<file path="src/rtl/axi4_wr_arbiter_pkg.sv">
// -----------------------------------------------------------------------------
// axi_parameters
//   Shared widths and the FSM state type for the two-master AXI4 write
//   arbiter. No ports; imported by axi4_wr_arbiter and its testbench.
// -----------------------------------------------------------------------------
package axi_parameters;

  localparam int ADDR_WIDTH = 32;
  localparam int DATA_WIDTH = 32;
  localparam int ID_WIDTH   = 9;

  // One write transaction moves through the phases in this order.
  typedef enum logic [1:0] {
    IDLE = 2'd0,
    ADDR = 2'd1,
    DATA = 2'd2,
    RESP = 2'd3
  } wr_state_e;

endpackage

</file>
<file path="src/rtl/axi4_wr_arbiter_rr_pick.sv">
// -----------------------------------------------------------------------------
// axi4_rr_pick
//   Two-way round-robin picker.
//   request[1:0] : pending requests, bit N = master N
//   last[0]      : 1 when master 1 was granted most recently, 0 for master 0
//   grant[1:0]   : one-hot winner, 00 when nothing is requested
// -----------------------------------------------------------------------------
module axi4_rr_pick (
  input  logic [1:0] request,
  input  logic [0:0] last,
  output logic [1:0] grant
);

  always_comb begin
    grant = 2'b00;
    case (request)
      2'b01:   grant = 2'b01;
      2'b10:   grant = 2'b10;
      // Contention goes to whichever master did not win last time.
      2'b11:   grant = last[0] ? 2'b01 : 2'b10;
      default: grant = 2'b00;
    endcase
  end

endmodule

</file>
<file path="src/rtl/axi4_wr_arbiter.sv">
// -----------------------------------------------------------------------------
// axi4_wr_arbiter
//   Arbitrates two AXI4 write masters (m0_*, m1_*) onto one slave write port
//   (s_*). One transaction is in flight at a time: the winner owns AW, then W,
//   then B, and the port is released after the B handshake.
//   Ports:
//     clk, rst          : clock, synchronous active-high reset
//     mN_aw* / mN_awready : master N write-address channel
//     mN_w*  / mN_wready  : master N write-data channel
//     mN_b*  / mN_bready  : master N write-response channel
//     s_aw*, s_w*, s_b*   : downstream slave write port
//     grant             : one-hot owner of the slave port (00 = none)
//     len_err           : one-cycle pulse, beat count disagreed with WLAST
// -----------------------------------------------------------------------------
module axi4_wr_arbiter
  import axi_parameters::*;
#(
  parameter int ADDR_WIDTH = axi_parameters::ADDR_WIDTH,
  parameter int DATA_WIDTH = axi_parameters::DATA_WIDTH
) (
  input  logic                    clk,
  input  logic                    rst,
  // master 0
  input  logic [ID_WIDTH-1:0]     m0_awid,
  input  logic [ADDR_WIDTH-1:0]   m0_awaddr,
  input  logic [3:0]              m0_awlen,
  input  logic [2:0]              m0_awsize,
  input  logic [1:0]              m0_awburst,
  input  logic                    m0_awvalid,
  output logic                    m0_awready,
  input  logic [ID_WIDTH-1:0]     m0_wid,
  input  logic [DATA_WIDTH-1:0]   m0_wdata,
  input  logic [DATA_WIDTH/8-1:0] m0_wstrb,
  input  logic                    m0_wlast,
  input  logic                    m0_wvalid,
  output logic                    m0_wready,
  output logic [ID_WIDTH-1:0]     m0_bid,
  output logic [1:0]              m0_bresp,
  output logic                    m0_bvalid,
  input  logic                    m0_bready,
  // master 1
  input  logic [ID_WIDTH-1:0]     m1_awid,
  input  logic [ADDR_WIDTH-1:0]   m1_awaddr,
  input  logic [3:0]              m1_awlen,
  input  logic [2:0]              m1_awsize,
  input  logic [1:0]              m1_awburst,
  input  logic                    m1_awvalid,
  output logic                    m1_awready,
  input  logic [ID_WIDTH-1:0]     m1_wid,
  input  logic [DATA_WIDTH-1:0]   m1_wdata,
  input  logic [DATA_WIDTH/8-1:0] m1_wstrb,
  input  logic                    m1_wlast,
  input  logic                    m1_wvalid,
  output logic                    m1_wready,
  output logic [ID_WIDTH-1:0]     m1_bid,
  output logic [1:0]              m1_bresp,
  output logic                    m1_bvalid,
  input  logic                    m1_bready,
  // slave port
  output logic [ID_WIDTH-1:0]     s_awid,
  output logic [ADDR_WIDTH-1:0]   s_awaddr,
  output logic [3:0]              s_awlen,
  output logic [2:0]              s_awsize,
  output logic [1:0]              s_awburst,
  output logic                    s_awvalid,
  input  logic                    s_awready,
  output logic [ID_WIDTH-1:0]     s_wid,
  output logic [DATA_WIDTH-1:0]   s_wdata,
  output logic [DATA_WIDTH/8-1:0] s_wstrb,
  output logic                    s_wlast,
  output logic                    s_wvalid,
  input  logic                    s_wready,
  input  logic [ID_WIDTH-1:0]     s_bid,
  input  logic [1:0]              s_bresp,
  input  logic                    s_bvalid,
  output logic                    s_bready,
  // status
  output logic [1:0]              grant,
  output logic                    len_err
);

  wr_state_e   state_q;
  logic [1:0]  grant_q;
  logic [0:0]  last_q;      // 1 = master 1 was granted most recently
  logic [3:0]  cnt_q;       // beats remaining after the current one
  logic        len_err_q;

  logic [1:0]  pick;
  logic        sel1;
  logic        aw_v, w_v;

  axi4_rr_pick u_pick (
    .request ({m1_awvalid, m0_awvalid}),
    .last    (last_q),
    .grant   (pick)
  );

  assign sel1    = grant_q[1];
  assign grant   = grant_q;
  assign len_err = len_err_q;

  // Address channel: forward the owner's AW only while in ADDR.
  always_comb begin
    aw_v      = sel1 ? m1_awvalid : m0_awvalid;
    s_awvalid = 1'b0;
    s_awid    = '0;
    s_awaddr  = '0;
    s_awlen   = '0;
    s_awsize  = '0;
    s_awburst = '0;
    if (state_q == ADDR && aw_v) begin
      s_awvalid = 1'b1;
      s_awid    = sel1 ? m1_awid    : m0_awid;
      s_awaddr  = sel1 ? m1_awaddr  : m0_awaddr;
      s_awlen   = sel1 ? m1_awlen   : m0_awlen;
      s_awsize  = sel1 ? m1_awsize  : m0_awsize;
      s_awburst = sel1 ? m1_awburst : m0_awburst;
    end
    m0_awready = (state_q == ADDR) && grant_q[0] && s_awready;
    m1_awready = (state_q == ADDR) && grant_q[1] && s_awready;
  end

  // Data channel: forward the owner's W only while in DATA.
  always_comb begin
    w_v      = sel1 ? m1_wvalid : m0_wvalid;
    s_wvalid = 1'b0;
    s_wid    = '0;
    s_wdata  = '0;
    s_wstrb  = '0;
    s_wlast  = 1'b0;
    if (state_q == DATA && w_v) begin
      s_wvalid = 1'b1;
      s_wid    = sel1 ? m1_wid   : m0_wid;
      s_wdata  = sel1 ? m1_wdata : m0_wdata;
      s_wstrb  = sel1 ? m1_wstrb : m0_wstrb;
      s_wlast  = sel1 ? m1_wlast : m0_wlast;
    end
    m0_wready = (state_q == DATA) && grant_q[0] && s_wready;
    m1_wready = (state_q == DATA) && grant_q[1] && s_wready;
  end

  // Response channel: route B back to the owner only while in RESP.
  always_comb begin
    m0_bvalid = (state_q == RESP) && grant_q[0] && s_bvalid;
    m1_bvalid = (state_q == RESP) && grant_q[1] && s_bvalid;
    m0_bid    = m0_bvalid ? s_bid   : '0;
    m0_bresp  = m0_bvalid ? s_bresp : '0;
    m1_bid    = m1_bvalid ? s_bid   : '0;
    m1_bresp  = m1_bvalid ? s_bresp : '0;
    s_bready  = (state_q == RESP) && (grant_q != 2'b00) &&
                (sel1 ? m1_bready : m0_bready);
  end

  always_ff @(posedge clk) begin
    if (rst) begin
      state_q   <= IDLE;
      grant_q   <= 2'b00;
      last_q    <= 1'b1;
      cnt_q     <= 4'd0;
      len_err_q <= 1'b0;
    end else begin
      len_err_q <= 1'b0;
      case (state_q)
        IDLE: begin
          if (pick != 2'b00) begin
            grant_q <= pick;
            state_q <= ADDR;
          end
        end
        ADDR: begin
          if (s_awvalid && s_awready) begin
            cnt_q   <= s_awlen;
            state_q <= DATA;
          end
        end
        DATA: begin
          if (s_wvalid && s_wready) begin
            if (s_wlast) begin
              len_err_q <= (cnt_q != 4'd0);
              state_q   <= RESP;
            end else begin
              len_err_q <= (cnt_q == 4'd0);
            end
            // Hold at zero on an over-long burst rather than wrapping.
            if (cnt_q != 4'd0) cnt_q <= cnt_q - 4'd1;
          end
        end
        RESP: begin
          if (s_bvalid && s_bready) begin
            last_q  <= grant_q[1];
            grant_q <= 2'b00;
            state_q <= IDLE;
          end
        end
        default: state_q <= IDLE;
      endcase
    end
  end

endmodule

</file>
<file path="config.mk">
export PLATFORM = sky130hd
export DESIGN_NAME = axi4_wr_arbiter
export DESIGN_NICKNAME = d
export VERILOG_FILES = /design/src/rtl/axi4_wr_arbiter_pkg.sv /design/src/rtl/axi4_wr_arbiter_rr_pick.sv /design/src/rtl/axi4_wr_arbiter.sv
export SDC_FILE = /design/constraint.sdc
export NUM_CORES = 1
export LEC_CHECK = 0
export CAP_MARGIN = 20
export CORE_AREA = 2 2 135 137
export CTS_BUF_LIST = sky130_fd_sc_hd__clkbuf_8
export DETAILED_ROUTE_END_ITERATION = 8
export DIE_AREA = 0 0 137 139
export GPL_ROUTABILITY_DRIVEN = 0
export HOLD_SLACK_MARGIN = 0.12
export SLEW_MARGIN = 30
export SYNTH_ARGS = -nofsm -noshare
export SYNTH_HDL_FRONTEND = slang
export SYNTH_SLANG_ARGS = --single-unit
</file>
<file path="constraint.sdc">
create_clock -name clk -period 4.81 [get_ports clk]
set_input_delay 1.443 -clock clk [delete_from_list [all_inputs] [get_ports clk]]
set_output_delay 1.443 -clock clk [all_outputs]
set_load 0.1 [all_outputs]
</file>
# [Word level (Yosys, flattened, before mapping)]
# Cells that the tools add are included.
[totals] regBits=10 input_bits=214 output_inout_bits=130 word_cells=93
[classes] addsub=1 eq_ne=12 muxes=42 n_bitwise=2 reduce_logical=31
[op_table] op="2-to-1 mux 32 bit" count=4
[op_table] op="2-to-1 mux 9 bit" count=6
[op_table] op="2-to-1 mux 4 bit" count=7
[op_table] op="2-to-1 mux 2 bit" count=11
[op_table] op="logical AND 1 bit" count=19
[op_table] op="== test 2 bit, second input constant" count=4
[op_table] op="2-to-1 mux 1 bit" count=8
[op_table] op="inequality test 2 x 1 -> 1 bit, second input constant" count=4
[op_table] op="one-hot mux 2 bit (4 select lines)" count=1
[op_table] op="one-hot mux 4 bit (2 select lines)" count=1
[op_table] op="nonzero test 2 bit" count=4
[op_table] op="2-to-1 mux 3 bit" count=2
[op_table] op="one-hot mux 2 bit (3 select lines)" count=1
[op_table] op="AND reduction 5 bit" count=1
[op_table] op="== test 2 x 1 -> 1 bit, second input constant" count=2
[op_table] op="zero test 4 bit" count=1
[op_table] op="inequality test 2 bit, second input constant" count=2
[op_table] op="one-hot mux 2 bit (2 select lines)" count=1
[op_table] op="AND reduction 4 bit" count=1
[op_table] op="nonzero test 4 bit" count=1
[op_table] op="subtractor 4 x 1 -> 4 bit, second input constant" count=1
[op_table] op="AND reduction 3 bit" count=1
[op_table] op="OR reduction 3 bit" count=1
[op_table] op="zero test 2 bit" count=1
[op_table] op="2 further kinds" count=3

# [Depth between registers and ports, before layout]
# Gate-level depths: netlist of the first run.
[logic_depth] depth_word=6 ltp_mapped=8 ltp_nobuf=7

# [Hierarchy]
# A second synthesis of the first run with hierarchy kept.
[hier_totals] hier_cells=339 hier_area_um2=2421.1
[by_module_without_submodules] module="axi4_wr_arbiter" n_inst=1 cells_each=336 area_per_inst_um2=2402.3 seq_area_each_um2=200.2
[by_module_without_submodules] module="axi4_rr_pick" n_inst=1 cells_each=3 area_per_inst_um2=18.8 seq_area_each_um2=0.0

# [Least setup slack after synthesis of the first run]
# No wires, ideal clock.
[synth_timing] kind="input port to output port" startpoint="input port m1_awvalid" endpoint="output port s_awlen[0]" arrival_ns=3.714 t_required_ns=3.367 setup_slack_ns=-0.347 path_stages=2 n_path_buf=0 path_cell_list="nand2_1 o21ai_0"
[synth_between] elab_chain_len=3
[synth_lines] item="start: declaration" line_no="axi4_wr_arbiter.sv:47" rtl="input logic m1_awvalid,"
[synth_lines] item="2-to-1 mux 1 bit" line_no="axi4_wr_arbiter.sv:104" rtl="aw_v = sel1 ? m1_awvalid : m0_awvalid;"
[synth_lines] item="logical AND 1 bit" line_no="axi4_wr_arbiter.sv:111" rtl="if (state_q == ADDR && aw_v) begin"
[synth_lines] item="2-to-1 mux 4 bit" line_no="axi4_wr_arbiter.sv:111"
[synth_lines] item="end: declaration" line_no="axi4_wr_arbiter.sv:62" rtl="output logic [3:0] s_awlen,"
# No other way between the ends.

# [Worst setup path in the final report of the first run]
[layout_timing] startpoint="input port m1_awvalid" endpoint="output port s_awaddr[5]"
[layout_between] elab_chain_len=3
[layout_lines] item="2-to-1 mux 1 bit" line_no="axi4_wr_arbiter.sv:104"
[layout_lines] item="logical AND 1 bit" line_no="axi4_wr_arbiter.sv:111"
[layout_lines] item="2-to-1 mux 32 bit" line_no="axi4_wr_arbiter.sv:111"
[layout_lines] item="end: declaration" line_no="axi4_wr_arbiter.sv:61" rtl="output logic [ADDR_WIDTH-1:0] s_awaddr,"
# No other way between the ends.

==> run_results.csv, run 1 <==
group,metric,value,unit
status,status,"completed",
sta,final.setup.tns,0,ps
clocking,cts_made_buffers,3,
yosys,synth_mux_area_share,41.4,%
die,start_util,13.3,%
yosys,synth_compound_area_share,7.88,%
die,rows,49,
routing,dr.pass1.iters,4,
cells_and_area,drive_gt1_share,21.4,%
yosys,synth_xor_area_share,0.373,%
power_and_ir_drop,power.density,330,nW/um^2
min_path,hold_path.class,"flop to flop",
yosys,synthCells,340,
power_and_ir_drop,sequentialPowerShare,6.2,%
setup_path,cp.arrival,3010,ps
yosys,syn-num-nets,559,
yosys,synthArstFlopShare,0,%
clocking,cts_hold_buf,0,
cells_and_area,final_common_cell,"clkdlybuf4s50_1",
yosys,synthesis.area,2350,um^2
routing,routed_wl,14.5,mm
sta,hold_violations,0,
setup_path,path_class,"primary input to output port",
sta,rsz0062_at_grt,"false",
min_path,whs_endpoint,"cnt_q[3]",
yosys,yosys_warnings,0,
global_route,grt.overflow.total,0,
min_path,holdPathStages,2,
sta,finalCriticalPeriod,4450,ps
routing,avgViaCountPerCell,4.02,
setup_path,r2r_setup_slack,2570,ps
clocking,cts_root_buffer,"clkbuf_8",
setup_path,reg2reg_from,"grant[1]",
clocking,clk_pin_slew,50,ps
die,dieHeight,139,um
job,maxCapViolCount,0,
cells_and_area,finish.utilization,41.5,%
global_route,grt_pass1_wl,21.6,mm
routing,via_count,3587,
die,dieArea,19000,um^2
setup_path,ff2ff_path_depth,6,
clocking,ctsResizeCount,0,
sta,worstMarginPinSlew,992,ps
power_and_ir_drop,switching_share,59.4,%
yosys,synth_cell_types,38,
sta,fmax,0.225,GHz
yosys,synth_edf_count,0,
cells_and_area,num_antenna_cells,0,
clocking,cts.sinks,10,
placed_design,dpl_cell_area,7270,um^2
yosys,ys_seq_area_share,8.52,%
clocking,postCtsSetupRepairBufs,0,
die,coreArea,17700,um^2
sta,fin_skew,5.69,ps
power_and_ir_drop,clockPowerShare,3.8,%
setup_path,reg2reg_to,"state_q[1]",
clocking,clock_path_buffers,2,
power_and_ir_drop,irDropWorstVdd,250,uV
sta,fin_crit_sh,92.5,%
clocking,htreeDepth,1,
yosys,synthAdderAreaFrac,2.66,%
global_route,grt_pass1_vias,3693,
yosys,synth-simple-area-share,31.6,%
clocking,cts_tree,"built",
cells_and_area,layout-area-overhead-vs-synth,212,%
setup_path,required,3370,ps
cells_and_area,final_nets,884,
die,io_pins,344,
routing,wl_per_cell,16.2,um
yosys,synth_area_per_cell,6.91,um^2
routing,drtAntennaViolNets,0,
die,die_w,137,um
routing,first_iter_violations,156,
power_and_ir_drop,p_int,981,uW
min_path,min_from,"cnt_q[3]",
clocking,insertion_delay,240,ps
cells_and_area,layout_common_cells,"clkdlybuf4s50_1 (215), buf_12 (129), nor2_1 (103)",
power_and_ir_drop,p_leak,2.73,nW
setup_path,cp-end-kind,"output port",
placed_design,port_buffers,343,
sta,maxSlewViolCount,0,
global_route,antenna_found_initial,0,
global_route,grtUsageTotal,14.6,%
routing,drcViolationCount,0,
cells_and_area,num-fill-cells,1735,
yosys,synth_flop_cell,"dfxtp_1",
cells_and_area,fin_area,7320,um^2
setup_path,cp_max_fo,40,
power_and_ir_drop,switching_power,1.43,mW
power_and_ir_drop,power_frac_comb,90.0,%
setup_path,start_kind,"primary input",
yosys,synth_top_family_by_area,"multiplexers",
sta,max-slew-margin-rel,33.7,%
global_route,grt_max_degree,56,
yosys,synth_seq_cells,10,
placed_design,dp_hpwl,12.7,mm
sta,setup_violations,0,
[layout make-up]
type                       instances  area [um^2]  area share, %
multi-input combinational        291         1970           27.0
timing repair buffer             349         4770           65.2
sequential                        10          204           2.79
inverter                          10         37.5          0.513
clock buffer                       3         41.3          0.564
tap                              229          287           3.91
clock inverter                     1         3.75         0.0513
[cell families (layout without fill, tap and decap cells)]
logic type,Yosys count,after routing
adders and majority gates,5,5
buffers and inverters,39,363
and+or+nand+nor,160,160
AOI/OAI and AO/OA,28,28
xor gates and xnor gates,1,1
DFF,10,10
muxes,97,97
[power by group through the flow]
stage               registers (mW)  logic [mW]  clock network, mW
floorplan                    0.149        1.34                  0
global placement             0.151        2.18                  0
detailed placement           0.152        2.18                  0
CTS                          0.150        2.19             0.0932
global route                 0.156        2.27             0.0964
finish                       0.150        2.17             0.0920
[worst max-delay path by stage]
| stage | start | to | slack (ps) | cells after the start |
|---|---|---|---|---|
| after floorplan | m0_awvalid | s_awaddr[10] | -90 | 6 |
| after global placement | m1_awvalid | s_awid[6] | 380 | 6 |
| after detailed placement | m1_awvalid | s_awaddr[5] | 360 | 6 |
| after CTS | m1_awvalid | s_awaddr[5] | 350 | 6 |
| after global routing | m1_awvalid | s_awaddr[21] | 250 | 6 |
| final | m1_awvalid | s_awaddr[5] | 360 | 6 |
[critical path, cell delays in order]
cell,delay [ps]
clkdlybuf4s50_1,520
mux2_2,190
nand2_2,140
buf_12,240
nor2_1,240
buf_12,210
[Yosys cell counts, types with 2 or more instances]
master	number	area, um^2
a31oi_1	2	12.5
nand4b_1	4	35.0
nor3b_1	2	15.0
inv_1	10	37.5
a21oi_1	9	45.0
buf_2	12	60.1
buf_1	6	22.5
ha_1	5	62.6
nor2_1	103	387
mux2i_1	95	951
o32ai_1	3	26.3
nand3b_1	2	15.0
a21boi_0	2	15.0
nand4_1	2	12.5
mux2_2	2	22.5
dfxtp_1	10	200
clkbuf_1	7	26.3
nand2_1	9	33.8
and3_1	6	37.5
and2_1	22	138
buf_4	4	30.0
o21ai_0	5	25.0
nand2b_1	2	12.5
nor3_1	2	10.0
[stage by stage]
step / std cells / total power, mW / hold slack (ps) / setup slack (ps)
floorplan: 340 / 1.49 / 466 / -92.6
global placement: 889 / 2.33 / 486 / 379
detailed placement: 889 / 2.34 / 498 / 359
CTS: 893 / 2.43 / 506 / 350
global route: 893 / 2.53 / 535 / 255
finish: 893 / 2.42 / 497 / 361
[metal layers]
layer / GRT usage (%) / share of wire [%] / up-vias
met1: 15.9 / 35 / 1610
met5: 0 / 0 / -
met3: 2.96 / 6.5 / 13
li1: - / - / 1818
met2: 28.8 / 57 / 146
met4: 2.44 / 1.1 / 0
[state kept, by name (all words and copies together), names as in the netlist]
name     count
cnt_q        4
grant        2
last_q       1
len_err      1
state_q      2
Note: power is estimated with default switching activity, not from simulation.
==> inputs of run 2 (changes only) <==
Settings changed: PLACE_DENSITY set to 0.52.
==> run_results.csv, run 2 (synthesis results as in run 1) <==
group,metric,value,unit
status,status,"completed",
global_route,use_met1,15.3,%
setup_path,cp-end-kind,"output port",
setup_path,required,3370,ps
setup_path,cp_slowest_cell,"clkdlybuf4s50_1",
sta,maxSlewViolCount,0,
global_route,grt_pass1_wl,21.1,mm
cells_and_area,fin_area,7320,um^2
global_route,grt.busiest_layer,"met2",
cells_and_area,layout-area-overhead-vs-synth,212,%
cells_and_area,largest_reg_flops,4,
clocking,clock_path_buffers,2,
clocking,cts_root_buffer,"clkbuf_8",
cells_and_area,area.sequential,204,um^2
cells_and_area,final_common_cell,"clkdlybuf4s50_1",
clocking,ctsResizeCount,0,
global_route,gr-usage-met3,2.74,%
placed_design,dp_slack,481,ps
global_route,grtUsageMet2,27.0,%
setup_path,path_class,"primary input to output port",
die,start_util,13.3,%
routing,wl_per_cell,15.8,um
clocking,insertion_delay,240,ps
clocking,cts_made_buffers,3,
cells_and_area,multi_input_area,1970,um^2
sta,fin_skew,1.31,ps
setup_path,slowest_delay,530,ps
die,die_w,137,um
sta,hold_violations,0,
placed_design,port_buffers,343,
cells_and_area,drive_gt1_share,21.5,%
placed_design,dpl_cell_area,7270,um^2
die,coreArea,17700,um^2
global_route,antenna_found_initial,0,
clocking,htreeDepth,1,
sta,finalCriticalPeriod,4320,ps
power_and_ir_drop,power.density,332,nW/um^2
cells_and_area,layout_common_cells,"clkdlybuf4s50_1 (215), buf_12 (128), nor2_1 (103)",
power_and_ir_drop,p_leak,2.73,nW
setup_path,cp_cell_sequence,"clkdlybuf4s50_1, and3_1, and2_1, buf_12",
cells_and_area,num_antenna_cells,0,
die,rows,49,
cells_and_area,final_nets,885,
power_and_ir_drop,power.total,2.43,mW
clocking,postCtsSetupRepairBufs,0,
global_route,grt_max_degree,48,
clocking,cts_tree,"built",
die,io_pins,344,
min_path,hold_path.class,"flop to flop",
cells_and_area,regMostFlops,"cnt_q",
die,dieArea,19000,um^2
power_and_ir_drop,irDropWorstVdd,169,uV
global_route,grt_pass1_vias,3788,
routing,dr.pass1.iters,4,
setup_path,cp_max_fo,12,
global_route,grtUsageTotal,14.0,%
clocking,clk_pin_slew,50,ps
routing,avgViaCountPerCell,4.08,
clocking,cts.sinks,10,
sta,timing.final.ws_setup,490,ps
job,maxCapViolCount,0,
clocking,cts_hold_buf,0,
routing,first_iter_violations,84,
sta,final.setup.tns,0,ps
cells_and_area,num-fill-cells,1714,
sta,worstMarginPinSlew,986,ps
sta,fin_crit_sh,89.8,%
sta,setup_violations,0,
setup_path,start_kind,"primary input",
routing,via_count,3647,
routing,drcViolationCount,0,
cells_and_area,finish.utilization,41.5,%
setup_path,cp.arrival,2880,ps
global_route,grt.overflow.total,0,
die,dieHeight,139,um
routing,drtAntennaViolNets,0,
routing,routed_wl,14.1,mm
placed_design,dp_hpwl,12.4,mm
sta,fmax,0.231,GHz
sta,max-slew-margin-rel,34.0,%
sta,rsz0062_at_grt,"false",
-- run 2: cell types whose count changed in the layout (fill, tap and decap cells not counted), sizes merged --
cell	delta
clkbuf	+1
inv	-1
buf	+1
-- run 2: routing by layer --
layer	vias up	wire (um)
met3	25	1010
met4	0	406
met2	177	7660
li1	1813	-
met5	-	0
met1	1632	5050
-- run 2: critical path: cells and delay by family --
kind / cells / cell delay, ps
AND/OR/NAND/NOR: 2 / 710
buffers and inverters: 2 / 710
-- run 2: path summary, 6_finish.rpt --
kind	from	to	slack, ps	cells past startpoint
worst max-delay path	s_bvalid	m1_bid[6]	490	4
worst min-delay path	cnt_q[3]	cnt_q[3]	500	2
worst max register to register	grant[1]	state_q[1]	2650	6
worst min register to register	cnt_q[3]	cnt_q[3]	500	2
-- run 2: where the power goes --
group / leakage, nW / internal (mW) / switching [mW]
combinational: 2.62 / 0.822 / 1.36
sequential: 0.0823 / 0.103 / 0.0379
clock: 0.0288 / 0.0722 / 0.0355
total: 2.73 / 0.997 / 1.44
-- run 2: area by class of cell --
cell class              instances  share of cell area, %
multi-input cells             291                   26.9
inverters                      10                  0.513
clock buffers                   4                  0.752
well taps                     229                   3.91
flip-flops and latches         10                   2.79
repair buffers                350                   65.1
-- run 2: metrics by stage --
stage | cells | hold slack [ps]
after floorplan | 340 | 466
after global placement | 890 | 482
after detailed placement | 890 | 490
after CTS | 894 | 499
after global routing | 894 | 518
final | 894 | 500
==> inputs of run 3 (changes only) <==
Settings changed: CORE_AREA 2 2 135 137 to 2 2 134 136, DIE_AREA 0 0 137 139 to 0 0 136 138, PLACE_DENSITY 0.52 to 0.54.
Clock period 4.81 ns to 3.6 ns, I/O delays scaled along.
==> run_results.csv, run 3 (synthesis results as in run 1) <==
group,metric,value,unit
status,status,"completed",
sta,setup_violations,0,
clocking,htreeDepth,1,
min_path,hold_path.class,"flop to flop",
setup_path,required,2520,ps
routing,via_count,3815,
die,start_util,13.4,%
power_and_ir_drop,irDropWorstVdd,247,uV
job,maxCapViolCount,0,
routing,first_iter_violations,83,
sta,maxSlewViolCount,0,
setup_path,ff2ff_path_depth,7,
setup_path,path_class,"primary input to output port",
setup_path,cp_max_fo,17,
cells_and_area,final_nets,904,
sta,hold_violations,0,
global_route,antenna_found_initial,0,
die,io_pins,344,
sta,worstMarginPinSlew,706,ps
clocking,insertion_delay,240,ps
sta,fin_skew,2.75,ps
routing,drtAntennaViolNets,0,
cells_and_area,final_common_cell,"clkdlybuf4s50_1",
die,die_w,136,um
sta,fin_crit_sh,97.8,%
clocking,cts_tree,"built",
sta,rsz0062_at_grt,"false",
setup_path,cp.arrival,2440,ps
global_route,grt_max_degree,34,
global_route,grt.overflow.total,0,
routing,avgViaCountPerCell,4.18,
global_route,grt_pass1_vias,4007,
cells_and_area,largest_reg_flops,4,
cells_and_area,layout_common_cells,"clkdlybuf4s50_1 (211), buf_12 (134), mux2i_1 (95)",
cells_and_area,drive_gt1_share,41.2,%
placed_design,port_buffers,343,
clocking,cts_root_buffer,"clkbuf_8",
global_route,grtUsageTotal,15.1,%
placed_design,dpl_cell_area,8000,um^2
global_route,grt_pass1_wl,22.5,mm
setup_path,start_kind,"primary input",
routing,dr.pass1.iters,4,
cells_and_area,num-fill-cells,1626,
clocking,clk_pin_slew,50,ps
cells_and_area,multi_input_area,2530,um^2
routing,wl_per_cell,16.5,um
placed_design,dp_hpwl,13.1,mm
cells_and_area,regMostFlops,"cnt_q",
clocking,clock_path_buffers,2,
power_and_ir_drop,p_leak,2.92,nW
die,dieArea,18800,um^2
sta,max-slew-margin-rel,52.9,%
cells_and_area,area.sequential,204,um^2
sta,finalCriticalPeriod,3520,ps
min_path,holdPathStages,2,
routing,routed_wl,15.1,mm
power_and_ir_drop,power.density,447,nW/um^2
sta,fmax,0.284,GHz
clocking,cts.sinks,10,
die,rows,49,
setup_path,cp-end-kind,"output port",
die,dieHeight,138,um
cells_and_area,num_antenna_cells,0,
clocking,cts_made_buffers,3,
routing,drcViolationCount,0,
cells_and_area,fin_area,8140,um^2
cells_and_area,finish.utilization,46.4,%
cells_and_area,layout-area-overhead-vs-synth,246,%
die,coreArea,17500,um^2
-- run 3: cell types whose count changed in the layout (fill, tap and decap cells not counted), sizes merged --
cell,change
buf,+19
clkbuf,+1
clkdlybuf4s50,-4
dlymetal6s2s,+2
nand2,+1
-- run 3: report_power, final --
| part | switching (mW) | leakage, nW | total (mW) | internal, mW |
|---|---|---|---|---|
| sequential | 0.0458 | 0.0823 | 0.183 | 0.138 |
| combinational | 2.02 | 2.80 | 3.31 | 1.28 |
| clock | 0.0494 | 0.0288 | 0.146 | 0.0966 |
-- run 3: stage by stage --
stage,instances,TNS [ps],hold WS [ps],total power [mW],setup WS (ps)
2_1_floorplan,340,-4480,466,2.22,-251
3_3_place_gp,906,-14.1,480,3.42,-6.56
3_5_place_dp,906,-18.0,513,3.46,-10.3
4_1_cts,910,-39.1,520,3.63,-17.2
5_1_grt,913,0,544,3.79,32.2
6_report,913,0,518,3.64,80.6
-- run 3: worst paths after layout --
check	startpoint	endpoint	slack [ps]
setup / recovery	m0_wvalid	s_wvalid	80
hold / removal	last_q	last_q	520
setup reg to reg	state_q[1]	cnt_q[3]	1360
hold reg to reg	last_q	last_q	520
-- run 3: repair_timing --
item | in CTS | in global routing
resized for setup | 2 | 7
pin swaps | 0 | 1
gates cloned | 0 | 2
buffers inserted | 0 | 1
hold buffers | 0 | 0
setup endpoints to repair | 4 | 61
-- run 3: critical path, cell delays in order --
cell and delay, ps:
clkdlybuf4s50_1 420, mux2_2 310, nand2_4 140, buf_12 210, inv_1 90, buf_12 170
-- run 3: area by class of cell --
class,count,area share [%]
inverter,10,0.461
timing repair buffer,368,61.7
multi-input combinational,292,31.2
clock buffer,4,0.677
tap,229,3.52
sequential,10,2.51
-- run 3: metal layers --
| layer | global-route usage, % | vias up | part of all wire [%] |
|---|---|---|---|
| li1 | - | 1858 | - |
| met1 | 16.8 | 1789 | 36 |
| met2 | 29.8 | 160 | 56 |
| met3 | 2.75 | 8 | 6.9 |
| met4 | 2.03 | 0 | 0.88 |
| met5 | 0 | - | 0 |
